<file path="src/rtl/mcs4_rom_loader.sv">
// Streams a host byte sequence into the i4001 ROM images over the shared debug write port,
// holding the CPU in reset for the duration. Optional checksum output: define ROM_LOADER_CKSUM_EN.
//
// state | meaning
// IDLE  | waiting for start; range-checks the command
// LOAD  | accepting stream bytes, one debug write per handshake
// TAIL  | last write drained, counting HOLD_TAIL before releasing the CPU
module mcs4_rom_loader #(
    parameter int NUM_ROMS  = 16,
    parameter int HOLD_TAIL = 2
) (
    input  logic            clk,
    input  logic            rst,
    input  logic            start,
    input  logic            abort,
    input  logic [3:0]      base_rom,
    input  logic [12:0]     num_bytes,
    input  logic [7:0]      s_data,
    input  logic            s_valid,
    output logic            s_ready,
    output logic [2:0][3:0] dbg_addr,
    output logic [7:0]      dbg_wdata,
    output logic            dbg_wen,
    output logic            cpu_rst_hold,
    output logic            busy,
    output logic            done,
    output logic            err
`ifdef ROM_LOADER_CKSUM_EN
    ,
    output logic [7:0]      cksum
`endif
);

    typedef enum logic [1:0] {IDLE, LOAD, TAIL} state_t;

    localparam int          TW    = $clog2(HOLD_TAIL + 2);
    localparam logic [13:0] LIMIT = 14'(NUM_ROMS * 256);

    state_t        state;
    logic [11:0]   addr;
    logic [12:0]   remain;
    logic [TW-1:0] tail_cnt;
    logic [13:0]   req_end;
    logic          hs;

    // End of the requested byte range; must not exceed the populated ROM space.
    assign req_end = {2'b00, base_rom, 8'h00} + {1'b0, num_bytes};
    assign s_ready = (state == LOAD) && (remain != '0);
    assign hs      = s_valid && s_ready;

    always_ff @(posedge clk or posedge rst) begin
        if (rst) begin
            state        <= IDLE;
            addr         <= '0;
            remain       <= '0;
            tail_cnt     <= '0;
            dbg_addr     <= '0;
            dbg_wdata    <= '0;
            dbg_wen      <= 1'b0;
            cpu_rst_hold <= 1'b0;
            busy         <= 1'b0;
            done         <= 1'b0;
            err          <= 1'b0;
`ifdef ROM_LOADER_CKSUM_EN
            cksum        <= '0;
`endif
        end else begin
            dbg_wen <= 1'b0;
            done    <= 1'b0;
            err     <= 1'b0;
            case (state)
                IDLE: begin
                    if (start) begin
                        if (req_end > LIMIT) begin
                            err <= 1'b1;
                        end else begin
                            addr         <= {base_rom, 8'h00};
                            remain       <= num_bytes;
                            cpu_rst_hold <= 1'b1;
                            busy         <= 1'b1;
`ifdef ROM_LOADER_CKSUM_EN
                            cksum        <= '0;
`endif
                            if (num_bytes == '0) begin
                                state    <= TAIL;
                                tail_cnt <= TW'(HOLD_TAIL);
                            end else begin
                                state    <= LOAD;
                            end
                        end
                    end
                end
                LOAD: begin
                    // abort wins over a same-cycle handshake, so that byte is dropped
                    if (abort) begin
                        state        <= IDLE;
                        remain       <= '0;
                        cpu_rst_hold <= 1'b0;
                        busy         <= 1'b0;
                    end else if (hs) begin
                        dbg_wen   <= 1'b1;
                        dbg_wdata <= s_data;
                        dbg_addr  <= {addr[11:8], addr[7:4], addr[3:0]};
                        addr      <= addr + 12'd1;
                        remain    <= remain - 13'd1;
`ifdef ROM_LOADER_CKSUM_EN
                        cksum     <= cksum + s_data;
`endif
                        if (remain == 13'd1) begin
                            state    <= TAIL;
                            tail_cnt <= TW'(HOLD_TAIL);
                        end
                    end
                end
                TAIL: begin
                    if (abort) begin
                        state        <= IDLE;
                        cpu_rst_hold <= 1'b0;
                        busy         <= 1'b0;
                    end else if (tail_cnt == '0) begin
                        state        <= IDLE;
                        done         <= 1'b1;
                        cpu_rst_hold <= 1'b0;
                        busy         <= 1'b0;
                    end else begin
                        tail_cnt <= tail_cnt - 1'b1;
                    end
                end
                default: state <= IDLE;
            endcase
        end
    end

endmodule
</file>
<file path="config.mk">
export PLATFORM = sky130hd
export DESIGN_NAME = mcs4_rom_loader
export DESIGN_NICKNAME = d
export VERILOG_FILES = /design/src/rtl/mcs4_rom_loader.sv
export SDC_FILE = /design/constraint.sdc
export NUM_CORES = 1
export LEC_CHECK = 0
export CAP_MARGIN = 15
export CORE_MARGIN = 4
export CORE_UTILIZATION = 52
export CTS_CLUSTER_DIAMETER = 100
export CTS_CLUSTER_SIZE = 16
export DETAILED_ROUTE_END_ITERATION = 10
export PLACE_DENSITY = 0.8
export SLEW_MARGIN = 20
export SYNTH_ARGS = -nofsm -noshare
export SYNTH_HDL_FRONTEND = slang
export SYNTH_SLANG_ARGS = --single-unit
</file>
<file path="constraint.sdc">
create_clock -name clk -period 3.4 [get_ports clk]
set_clock_uncertainty 0.2 [all_clocks]
set_input_delay 0.34 -clock clk [delete_from_list [all_inputs] [get_ports clk]]
set_output_delay 0.34 -clock clk [all_outputs]
set_load 0.02 [all_outputs]
</file>
==> results of run 1 <==
==> metrics by stage <==
step	util	hold WS, ps
final	0.686	88.7
after global routing	0.686	126
after CTS	0.686	101
after detailed placement	0.666	295
after global placement	0.666	284
after floorplan	-	260
==> per-layer routing <==
layer / track usage / vias up / wire length, µm
met3: 0.0385 / 14 / 428
met5: 0 / - / 0
met4: 0.0716 / 0 / 150
met2: 0.344 / 94 / 3500
met1: 0.298 / 1291 / 3260
li1: - / 1242 / -
==> Yosys cell counts (all sizes together), types with 6 or more instances <==
| cell | count |
|---|---|
| mux2 | 23 |
| a22oi | 7 |
| a21oi | 15 |
| nor2 | 20 |
| nand2 | 15 |
| o21ai | 17 |
| ha | 12 |
| dfrtp | 53 |
| nor3 | 6 |
| nand4 | 8 |
| clkbuf | 15 |
| and3 | 6 |
| o41ai | 15 |
| inv | 16 |
==> how the worst max path moves through the flow <==
stage,startpoint,end,slack (ps)
6_report,base_rom[0],remain[10],240
3_3_place_gp,base_rom[0],tail_cnt[1],60
3_5_place_dp,base_rom[0],remain[3],-60
4_1_cts,base_rom[0],remain[10],260
2_1_floorplan,base_rom[0],state[0],470
5_1_grt,remain[0],remain[10],80
==> flip-flops by register name, indices dropped and copies added (netlist names), 2 cells and up <==
name	count
addr	12
dbg_wdata	8
tail_cnt	2
dbg_addr	12
state	2
remain	13
==> kinds of logic after synthesis <==
group,share of synthesized area
AND/OR/NAND/NOR,0.137
multiplexers,0.104
flip-flops,0.442
adder cells (fa/ha/maj),0.0568
XOR/XNOR,0.00584
AO/OA/AOI/OAI,0.208
buffers and inverters,0.0455
==> report_power, final <==
group          internal [mW]  switching [mW]
Sequential             0.861           0.166
Combinational          0.789           0.992
Clock                  0.221           0.217
Total                   1.87            1.38
==> worst max-delay path, cell delays in order <==
cell	delay, ps
clkdlybuf4s50_1	440
ha_1	260
fa_1	410
xor2_1	170
nor3_1	160
o2111ai_1	130
a31o_2	310
buf_12	160
or3_1	520
o21ai_0	260
==> area by class of cell <==
type	count	area (µm²)	share of cell area
clock buffers	6	72.6	0.0191
clock inverters	2	38.8	0.0102
inverters	16	60.1	0.0158
multi-input cells	209	1540	0.404
flip-flops and latches	53	1330	0.349
well taps	72	90.1	0.0237
repair buffers	70	676	0.178
==> flow_metrics.tcl, run 1 <==
set metrics [dict create \
    rsz0062_at_grt "no" \
    holdBufCountCts 0 \
    ys_warn_count 0 \
    slew_headroom 0.363 \
    p_total_mw 3.25 \
    finalHoldViolations 0 \
    cts-root-buf "clkbuf_8" \
    die_area_um2 7040 \
    path_max_fanout 19 \
    wl_per_cell_um 17.1 \
    syn_to_final_growth_pct 26.7 \
    grt_max_degree 42 \
    synth_top_area_share 0.442 \
    htree_levels 2 \
    vdd_drop_max_mv 0.451 \
    cp_data_required_time_ps 3420 \
    cp-end-kind "register" \
    place_ws_ps -55.6 \
    die_w_um 83.9 \
    initial_core_util 0.541 \
    reg2reg_slack_ps 270 \
    core_um2 5540 \
    pin_count 56 \
    cts_setup_buffers 0 \
    timing.final.crit_share 0.928 \
    path_class "input port to register" \
    synth_nets 340 \
    rows 27 \
    synthFlopType "dfrtp_1" \
    tns_ps 0 \
    post_cts_resized 0 \
    ys_async_sr_fraction 1.00 \
    vias_per_cell 6.17 \
    powerDensity_nw_per_um2 855 \
    fmax_mhz 317 \
    crit_arrival_ps 3180 \
    grt_pass1_vias 2569 \
    mostFrequentLayoutCells "clkdlybuf4s50_1 (55), dfrtp_1 (53), nor2_1 (20), mux2_2 (20)" \
    worstReg2RegStart "remain[0]" \
    syn_inst 297 \
    grt-ovfl-total 0 \
    synthesis.area_um2 3000 \
    final_area_um2 3800 \
    detailed_place.area_um2 3690 \
    reg2reg_depth 7 \
    avgSynthCellArea_um2 10.1 \
    tightest_slew_ps 955 \
    synth_top_cell_by_area "dfrtp_1" \
    grt_pass1_wl_um 12600 \
    status "complete, no violations" \
    yosys-top-cells-area "dfrtp_1 (44%), mux2_2 (7.5%), ha_1 (5.0%)" \
    report.final.slew_viol_count 0 \
    worstReg2RegEnd "remain[10]" \
    cts_buffers 5 \
    ys_ff_latch 53 \
    synth_seq_area_share 0.442 \
    antennaDiodeCount 0 \
    dp_hpwl_um 5280 \
    clockBufferDepth 2 \
    fin_crit_ps 3160 \
    max_cap_violations 0 \
    nets 398 \
    drtIter0Drc 188 \
    grt_usage 0.216 \
    routabilityCongestion 0.876 \
    timing.final.ws_setup_ps 244 \
    antenna_found_initial 0 \
    cts_tree "built" \
    finalSetupViolations 0 \
    postRouteAntennaNets 0 \
    synth.distinct_cells 48 \
    clkLatencyLatePin_ps 310 \
    hold_class "input port to async pin" \
    drc 0 \
    die_y_um 83.9 \
    fill_cells 419 \
    drive_gt1_frac 0.149 \
    wl_um 7340 \
    dr_total_vias 2641 \
    final_common_cell "clkdlybuf4s50_1" \
    io_buffer_count 55 \
    dp.cells 420 \
    clkTransAtPathRegs_ps 100 \
    critPathLaunchType "input port" \
    synth_edf_count 0 \
    instances_no_fill 428 \
    clock-sinks 53 \
    p_leak_nw 1.62 \
    firstDrtPassIters 4 \
]
Note: power is estimated with default switching activity, not from simulation.
==> run 2: changes to the inputs <==
- clock period: 3.4 -> 3.5 ns (I/O delays scaled with it)
==> run 2 against run 1 <==
- worst setup slack gained 100 ps
- combinational power down 3%
- flip-flop and latch count is the same
- sequential power is essentially flat
- die area stayed put
- critical path depth is 3 lower
- routed wire length fell by 1.8%
==> flow_metrics.tcl, run 2 (synthesis gave the netlist of run 1 again) <==
set metrics [dict create \
    fin_crit_ps 3160 \
    clkTransAtPathRegs_ps 100 \
    tightest_slew_ps 992 \
    rsz0062_at_grt "no" \
    path_max_fanout 13 \
    io_buffer_count 55 \
    worstReg2RegEnd "remain[0]" \
    report.final.slew_viol_count 0 \
    die_y_um 83.9 \
    htree_levels 2 \
    reg2reg_depth 7 \
    cts_buffers 5 \
    clockBufferDepth 2 \
    drive_gt1_frac 0.139 \
    top_regs "remain x13, addr x12, dbg_addr x12" \
    rows 27 \
    wl_per_cell_um 17.0 \
    hold_class "input port to async pin" \
    worstReg2RegStart "remain[0]" \
    max_stage_delay_ps 830 \
    die_area_um2 7040 \
    tns_ps 0 \
    clock-sinks 53 \
    grt_usage 0.215 \
    die_w_um 83.9 \
    timing.final.crit_share 0.902 \
    drc 0 \
    fill_cells 446 \
    fin_util 0.674 \
    nets 394 \
    syn_to_final_growth_pct 24.5 \
    crit_arrival_ps 3190 \
    dr_total_vias 2568 \
    antennaDiodeCount 0 \
    firstDrtPassIters 5 \
    core_um2 5540 \
    cpLargestDelayFamily "simple AND/OR/NAND/NOR gates" \
    path_class "register to register" \
    pin_count 56 \
    final_common_cell "clkdlybuf4s50_1" \
    post_cts_resized 0 \
    p_leak_nw 1.58 \
    mostFrequentLayoutCells "clkdlybuf4s50_1 (55), dfrtp_1 (53), nor2_1 (20), mux2_2 (20)" \
    vias_per_cell 6.06 \
    largest_reg_flops 13 \
    holdBufCountCts 0 \
    regMostFlops "remain" \
    slew_headroom 0.339 \
    reg2reg_slack_ps 340 \
    drtIter0Drc 322 \
    critPathLaunchType "register" \
    finalSetupViolations 0 \
    fmax_mhz 317 \
    postRouteAntennaNets 0 \
    status "complete, no violations" \
    grt-ovfl-total 0 \
    routabilityCongestion 0.862 \
    cts_tree "built" \
    powerDensity_nw_per_um2 822 \
    max_cap_violations 0 \
    finalHoldViolations 0 \
    dp_hpwl_um 5270 \
    cp-end-kind "register" \
    worst-path-buf-inv 1 \
    grt_pass1_wl_um 12400 \
    antenna_found_initial 0 \
    grt_pass1_vias 2493 \
    cp_cell_sequence "inv_1, ha_1, nor4b_1, nand4_1, a21oi_1, or3_1, mux2i_1" \
    cts_setup_buffers 0 \
    wl_um 7210 \
    clkLatencyLatePin_ps 310 \
    grt_max_degree 54 \
    crit_slowest_cell "a21oi_1" \
    vdd_drop_max_mv 0.386 \
    cp_data_required_time_ps 3530 \
    cts-root-buf "clkbuf_8" \
    initial_core_util 0.541 \
]
==> run 2: metal layers <==
| metal | vias to the layer above | track usage | wire length [µm] |
|---|---|---|---|
| li1 | 1236 | - | - |
| met1 | 1239 | 0.301 | 3390 |
| met2 | 83 | 0.341 | 3340 |
| met3 | 10 | 0.0424 | 373 |
| met4 | 0 | 0.0599 | 104 |
| met5 | - | 0 | 0 |
==> run 2: stage by stage <==
| step | worst slack [ps] | power, mW | instance area [µm²] | hold WS, ps | std cells |
|---|---|---|---|---|---|
| floorplan | 558 | 2.14 | 3000 | 260 | 297 |
| global route | 102 | 3.29 | 3730 | 340 | 424 |
| global placement | 147 | 2.66 | 3640 | 281 | 416 |
| finish | 343 | 3.07 | 3730 | 276 | 424 |
| detailed placement | 101 | 2.71 | 3650 | 294 | 416 |
| CTS | 394 | 3.06 | 3730 | 302 | 424 |
==> run 2: cell type report <==
class,count,area (µm²),share of cell area
tap,72,90.1,0.0241
multi-input combinational,209,1540,0.411
timing repair buffer,66,633,0.170
sequential,53,1330,0.355
clock buffer,6,72.6,0.0194
inverter,16,62.6,0.0168
clock inverter,2,13.8,0.00369
==> run 2: how the worst max path moves through the flow <==
| stage | startpoint | end | slack [ps] | cells after the start |
|---|---|---|---|---|
| 2_1_floorplan | base_rom[0] | state[0] | 560 | 9 |
| 3_3_place_gp | num_bytes[8] | tail_cnt[1] | 150 | 9 |
| 3_5_place_dp | num_bytes[8] | tail_cnt[1] | 100 | 9 |
| 4_1_cts | remain[0] | remain[0] | 390 | 7 |
| 5_1_grt | remain[0] | remain[0] | 100 | 7 |
| 6_report | remain[0] | remain[0] | 340 | 7 |
==> run 2: report_power, final <==
group	switching, mW	internal [mW]	leakage [nW]
clock network	0.207	0.143	0.0456
registers	0.167	0.836	0.670
logic	0.964	0.753	0.869
total	1.34	1.73	1.58
==> run 3: changes to the inputs <==
- ABC_AREA: default -> 1
- CORE_MARGIN: 4 -> 2
- PLACE_DENSITY: 0.8 -> 0.78
==> run 3 against run 2 <==
- clock power is 3% higher
- final cell count rose by 34%
- combinational power up 9%
- critical endpoint is now s_ready
- largest cell class unchanged
- largest power group unchanged
- highest routed layer unchanged
==> flow_metrics.tcl, run 3 <==
set metrics [dict create \
    status "complete, no violations" \
    largest_reg_flops 13 \
    regMostFlops "remain" \
    grt_usage 0.219 \
    finalSetupViolations 0 \
    synthesis.area_um2 3340 \
    finalHoldViolations 0 \
    die_area_um2 7090 \
    top_regs "remain x13, addr x12, dbg_addr x12" \
    cts_buffers 5 \
    syn_to_final_growth_pct 19.5 \
    dp_hpwl_um 5680 \
    fmax_mhz 337 \
    antenna_found_initial 0 \
    synthFlopType "dfrtp_1" \
    vias_per_cell 5.33 \
    wl_per_cell_um 13.4 \
    die_y_um 84.2 \
    critPathLaunchType "register" \
    clock-sinks 53 \
    rsz0062_at_grt "no" \
    avgSynthCellArea_um2 7.58 \
    grt-ovfl-total 0 \
    ys_async_sr_fraction 1.00 \
    tns_ps 0 \
    crit_slowest_cell "clkdlybuf4s50_1" \
    worstReg2RegEnd "addr[10]" \
    reg2reg_depth 9 \
    htree_levels 2 \
    p_leak_nw 1.94 \
    hold_class "register to register" \
    io_buffer_count 55 \
    vdd_drop_max_mv 0.482 \
    worst-path-buf-inv 3 \
    synth.distinct_cells 38 \
    crit_end "s_ready" \
    synth_top_cell_by_area "dfrtp_1" \
    powerDensity_nw_per_um2 817 \
    cts_setup_buffers 0 \
    max_stage_delay_ps 630 \
    clockBufferDepth 2 \
    synth_top_area_share 0.397 \
    ys_warn_count 0 \
    fin_crit_ps 2970 \
    grt_max_degree 54 \
    cp-end-kind "primary output" \
    postRouteAntennaNets 0 \
    drc 0 \
    initial_core_util 0.533 \
    timing.final.crit_share 0.849 \
    netlist_top_cells_count "nand2_1 (141), dfrtp_1 (53), inv_1 (47), nand3_1 (43), nor2_1 (33)" \
    cts-root-buf "clkbuf_8" \
    post_cts_resized 0 \
    synth_edf_count 0 \
    slew_headroom 0.386 \
    report.final.slew_viol_count 0 \
    crit_cells 5 \
    reg2reg_slack_ps 640 \
    p_total_mw 3.26 \
    nets 534 \
    die_w_um 84.2 \
    final_common_cell "nand2_1" \
    yosysMostFrequentCell "nand2_1" \
    clkTransAtPathRegs_ps 100 \
    cts_tree "built" \
    antennaDiodeCount 0 \
    path_max_fanout 19 \
    dr_total_vias 3031 \
    grt_pass1_wl_um 12800 \
    cpLargestDelayFamily "buffers and inverters" \
    grt_pass1_vias 2921 \
    wl_um 7650 \
    pin_count 56 \
    cp_data_required_time_ps 2950 \
    drive_gt1_frac 0.0833 \
    crit_arrival_ps 2420 \
    synth_nets 484 \
    synth_seq_area_share 0.397 \
    ys_ff_latch 53 \
    core_um2 6280 \
    max_cap_violations 0 \
    yosys-top-cells-area "dfrtp_1 (40%), nand2_1 (16%), nand3_1 (6.4%)" \
    crit_path_start "state[1]" \
    hp-start "tail_cnt[1]" \
    cp_cell_sequence "inv_1, ha_1, clkinv_1, a21oi_1, clkdlybuf4s50_1" \
    clkLatencyLatePin_ps 310 \
    worstReg2RegStart "state[1]" \
    path_class "register to primary output" \
    routabilityCongestion 0.920 \
    tightest_slew_ps 920 \
    drtIter0Drc 201 \
    firstDrtPassIters 4 \
    holdWs_ps 300 \
    syn_inst 441 \
    holdBufCountCts 0 \
    rows 29 \
    mostFrequentLayoutCells "nand2_1 (141), clkdlybuf4s50_1 (55), dfrtp_1 (53)" \
]
==> run 3: changes by cell type in the layout (fill, tap and decap cells not counted), sizes merged, moves of 7 or more <==
cell / change
nand2: +128
nand3: +39
inv: +30
nor2: +21
o41ai: -15
mux2: -10
a22oi: -7
buf: -7
==> run 3: metal layers <==
layer  track usage  vias to the layer above  part of all wire
li1              -                     1520                 -
met1         0.264                     1422              0.41
met2         0.405                       79              0.53
met3        0.0344                       10             0.046
met4        0.0572                        0             0.013
met5             0                        -                 0
==> run 3: tightest hold or removal path: cells and delay by family, from the launching register on <==
kind / cells / cell delay (ps)
DFF: 1 / 360
and+or+nand+nor: 2 / 110
==> run 3: cell type report <==
class | instances | area (µm²)
fillers | 562 | 2280
multi-input cells | 324 | 1720
flip-flops and latches | 53 | 1330
repair buffers | 59 | 581
inverters | 48 | 181
well taps | 77 | 96.3
clock buffers | 5 | 68.8
clock inverters | 3 | 25.0
==> run 3: stage by stage <==
step                       util  instances  area (µm²)  worst slack (ps)
after floorplan               -        441        3340              1250
after global placement    0.621        561        3900               520
after detailed placement  0.621        561        3900               451
after CTS                 0.636        569        3990               495
after global routing      0.636        569        4000               314
final                     0.636        569        4000               529
==> run 3: cells by family after synthesis <==
kind of cell    count (synthesis)  share of synthesized area
flops                          53                      0.397
buf+inv                        64                     0.0898
xor+xnor                        2                    0.00524
simple gates                  255                      0.332
compound gates                 41                     0.0756
mux                            13                     0.0494
fa+ha+maj                      13                     0.0509
==> run 3: worst min path at each step <==
stage	end	slack (ps)	depth (start not counted)
5_1_grt	dbg_addr[11]	320	1
3_5_place_dp	tail_cnt[1]	290	2
4_1_cts	tail_cnt[1]	310	2
6_report	tail_cnt[1]	300	2
2_1_floorplan	done	220	1
3_3_place_gp	tail_cnt[1]	260	2
==> run 3: report_power, final <==
part           internal [mW]  switching (mW)
clock network          0.145           0.217
logic                  0.729            1.14
registers              0.848           0.189
total                   1.72            1.54
==> patch, RTL diff (config.mk and constraints of run 1) <==
Add a define of `ROM_LOADER_CKSUM_EN`.
--- a/src/rtl/mcs4_rom_loader.sv
+++ b/src/rtl/mcs4_rom_loader.sv
@@ -5,6 +5,8 @@
 // IDLE  | waiting for start; range-checks the command
 // LOAD  | accepting stream bytes, one debug write per handshake
 // TAIL  | last write drained, counting HOLD_TAIL before releasing the CPU
+`define ROM_LOADER_CKSUM_EN
+
 module mcs4_rom_loader #(
     parameter int NUM_ROMS  = 16,
     parameter int HOLD_TAIL = 2
Behaviour (old outputs only; new: cksum): unchanged (Yosys induction, for registers that start in step).
==> patch against run 1 <==
  * Critical path depth stayed put
  * Design area is 22% higher
  * Via count is 27% higher
  * Largest cell class unchanged
  * Total power is 11% higher
  * Worst setup slack worse by 0.18 ns
  * Register-to-register slack better by 0.34 ns
  * Wire length is 21% higher
  * Critical path type unchanged
  * Sequential cell count is 8 higher
  * Synthesized area is 19% higher
==> patch: results (changes against run 1) <==
synthesis:
  ys_types: 58  # was 48
  async_reset_ff_share_pct: 100  # unchanged
  syn-num-nets: 454  # was 340
  synthTopCellsByCount: "nand2_1 (69), dfrtp_1 (61), o21ai_0 (38), inv_1 (27), nor2_1 (27)"  # was dfrtp_1 (53), mux2_2 (20), nor2_1 (20), inv_1 (16), o21ai_0 (16)
  yosysWarnings: 0  # unchanged
  yosysSeqAreaShare_pct: 42.8  # was 44.2%
  ys.flop_type: "dfrtp_1"  # unchanged
  yosys-top-cells-area: "dfrtp_1 (43%), nand2_1 (7.3%), ha_1 (6.7%)"  # was dfrtp_1 (44%), mux2_2 (7.5%), ha_1 (5.0%)
  avgSynthCellArea_sq_um: 8.84  # was 10.1 sq um
layout:
  layout-drive-gt1-share_pct: 11.2  # was 14.9%
  n_fill_cell: 491  # was 419
  final_cell_count_no_fill: 569  # was 428
  reg.largest.list: "remain x13, addr x12, dbg_addr x12"  # unchanged
  nets: 538  # was 398
  diodes: 0  # unchanged
status:
  status: "finished clean"  # unchanged
pwr:
  cellLeakagePower_uw: 0.00208  # was 0.00162 uW
  vdd_drop_max_mv: 0.450  # was 0.451 mV
timing:
  slew_headroom_pct: 55.5  # was 36.3%
  finalCritPeriodShare_pct: 98.0  # was 92.8%
clocking:
  clk_latency_ns: 0.34  # was 0.31 ns
  clock_path_buffers: 2  # unchanged
  path_clk_slew_ns: 0.08  # was 0.10 ns
  h-tree-depth: 3  # was 2
  cts_buffers: 9  # was 5
  cts_resized: 0  # unchanged
  cts_setup_buffers: 0  # unchanged
  clock-root-buffer: "clkbuf_8"  # unchanged
placed_design:
  place.gp.congestion: 0.838  # was 0.876
  dpl.cell_count: 553  # was 420
  preCtsSetupSlack_ns: -0.303  # was -0.0556 ns
  numPortBuffers: 63  # was 55
  hpwl_microns: 6660  # was 5280 microns
worst_setup_path:
  cp-endpoint: "addr[11]"  # was remain[10]
  cp.arrival_ns: 3.37  # was 3.18 ns
  reg2reg_from: "remain[7]"  # was remain[0]
  r2r_slack_ns: 0.61  # was 0.27 ns
  critPathTopFamily: "compound AO/OA/AOI/OAI gates"  # unchanged
  critPathMaxStageDelay_ns: 0.58  # was 0.52 ns
  r2r_cells: 8  # was 7
  cp_max_fo: 13  # was 19
  cp_slowest_cell: "clkdlybuf4s50_1"  # was or3_1
  cp-startpoint: "base_rom[0]"  # unchanged
  timing.rr.end: "addr[3]"  # was remain[10]
route:
  vias: 3366  # was 2641
  dr.pass1.iters: 5  # was 4
  routed_wl_microns: 8910  # was 7340 microns
  drt-initial-drc-count: 174  # was 188
global_route:
  first_global_vias: 3261  # was 2569
  grt_first_pass_wirelength_microns: 14800  # was 12600 microns
  grt_usage_pct: 22.1  # was 21.6%
  antenna_found_initial: 0  # unchanged
  grt_max_degree: 36  # was 42
hold_path:
  hp-class: "in -> async"  # unchanged
[patch: kinds of logic after synthesis]
logic type | after synthesis | synth area share (%)
compound gates | 110 | 21.1
xor+xnor | 8 | 1.97
fa+ha+maj | 21 | 7.80
buf+inv | 44 | 5.02
flops | 61 | 42.8
mux | 4 | 1.16
simple gates | 155 | 20.1
[patch: area by class of cell]
| cell class | count | area share, % |
|---|---|---|
| Inverter | 27 | 2.18 |
| Multi-Input combinational cell | 298 | 40.3 |
| Sequential cell | 61 | 32.8 |
| Clock inverter | 6 | 1.37 |
| Clock buffer | 10 | 2.74 |
| Tap cell | 77 | 2.07 |
| Timing Repair Buffer | 90 | 18.5 |
[patch: report_power, final]
group / internal (uW) / switching [uW]
registers: 1000 / 214
clock network: 337 / 302
logic: 791 / 957
[patch: metal layers]
metal	track usage, %	up-vias	share of wire (%)
met2	36.4	110	49
met4	9.92	0	1.9
met5	0	-	0
met1	28.7	1639	44
li1	-	1602	-
met3	3.50	15	4.7
[patch: stage by stage]
step                TNS (ns)  util, %  instance area (sq um)  hold WS, ns
CTS                        0     71.3                   4630        0.196
global route         -0.0155     71.6                   4650        0.220
finish                     0     71.6                   4650        0.186
detailed placement     -7.75     68.4                   4440        0.262
floorplan                  0        -                   3560        0.206
global placement       -3.02     68.4                   4440        0.259
[patch: worst min path at each step]
stage	cells past startpoint	to	slack, ns
6_report	2	dbg_wdata[2]	0.19
5_1_grt	2	dbg_wdata[2]	0.22
4_1_cts	2	dbg_wdata[2]	0.20
3_5_place_dp	2	dbg_wdata[1]	0.26
3_3_place_gp	2	dbg_wdata[7]	0.26
2_1_floorplan	1	done	0.21
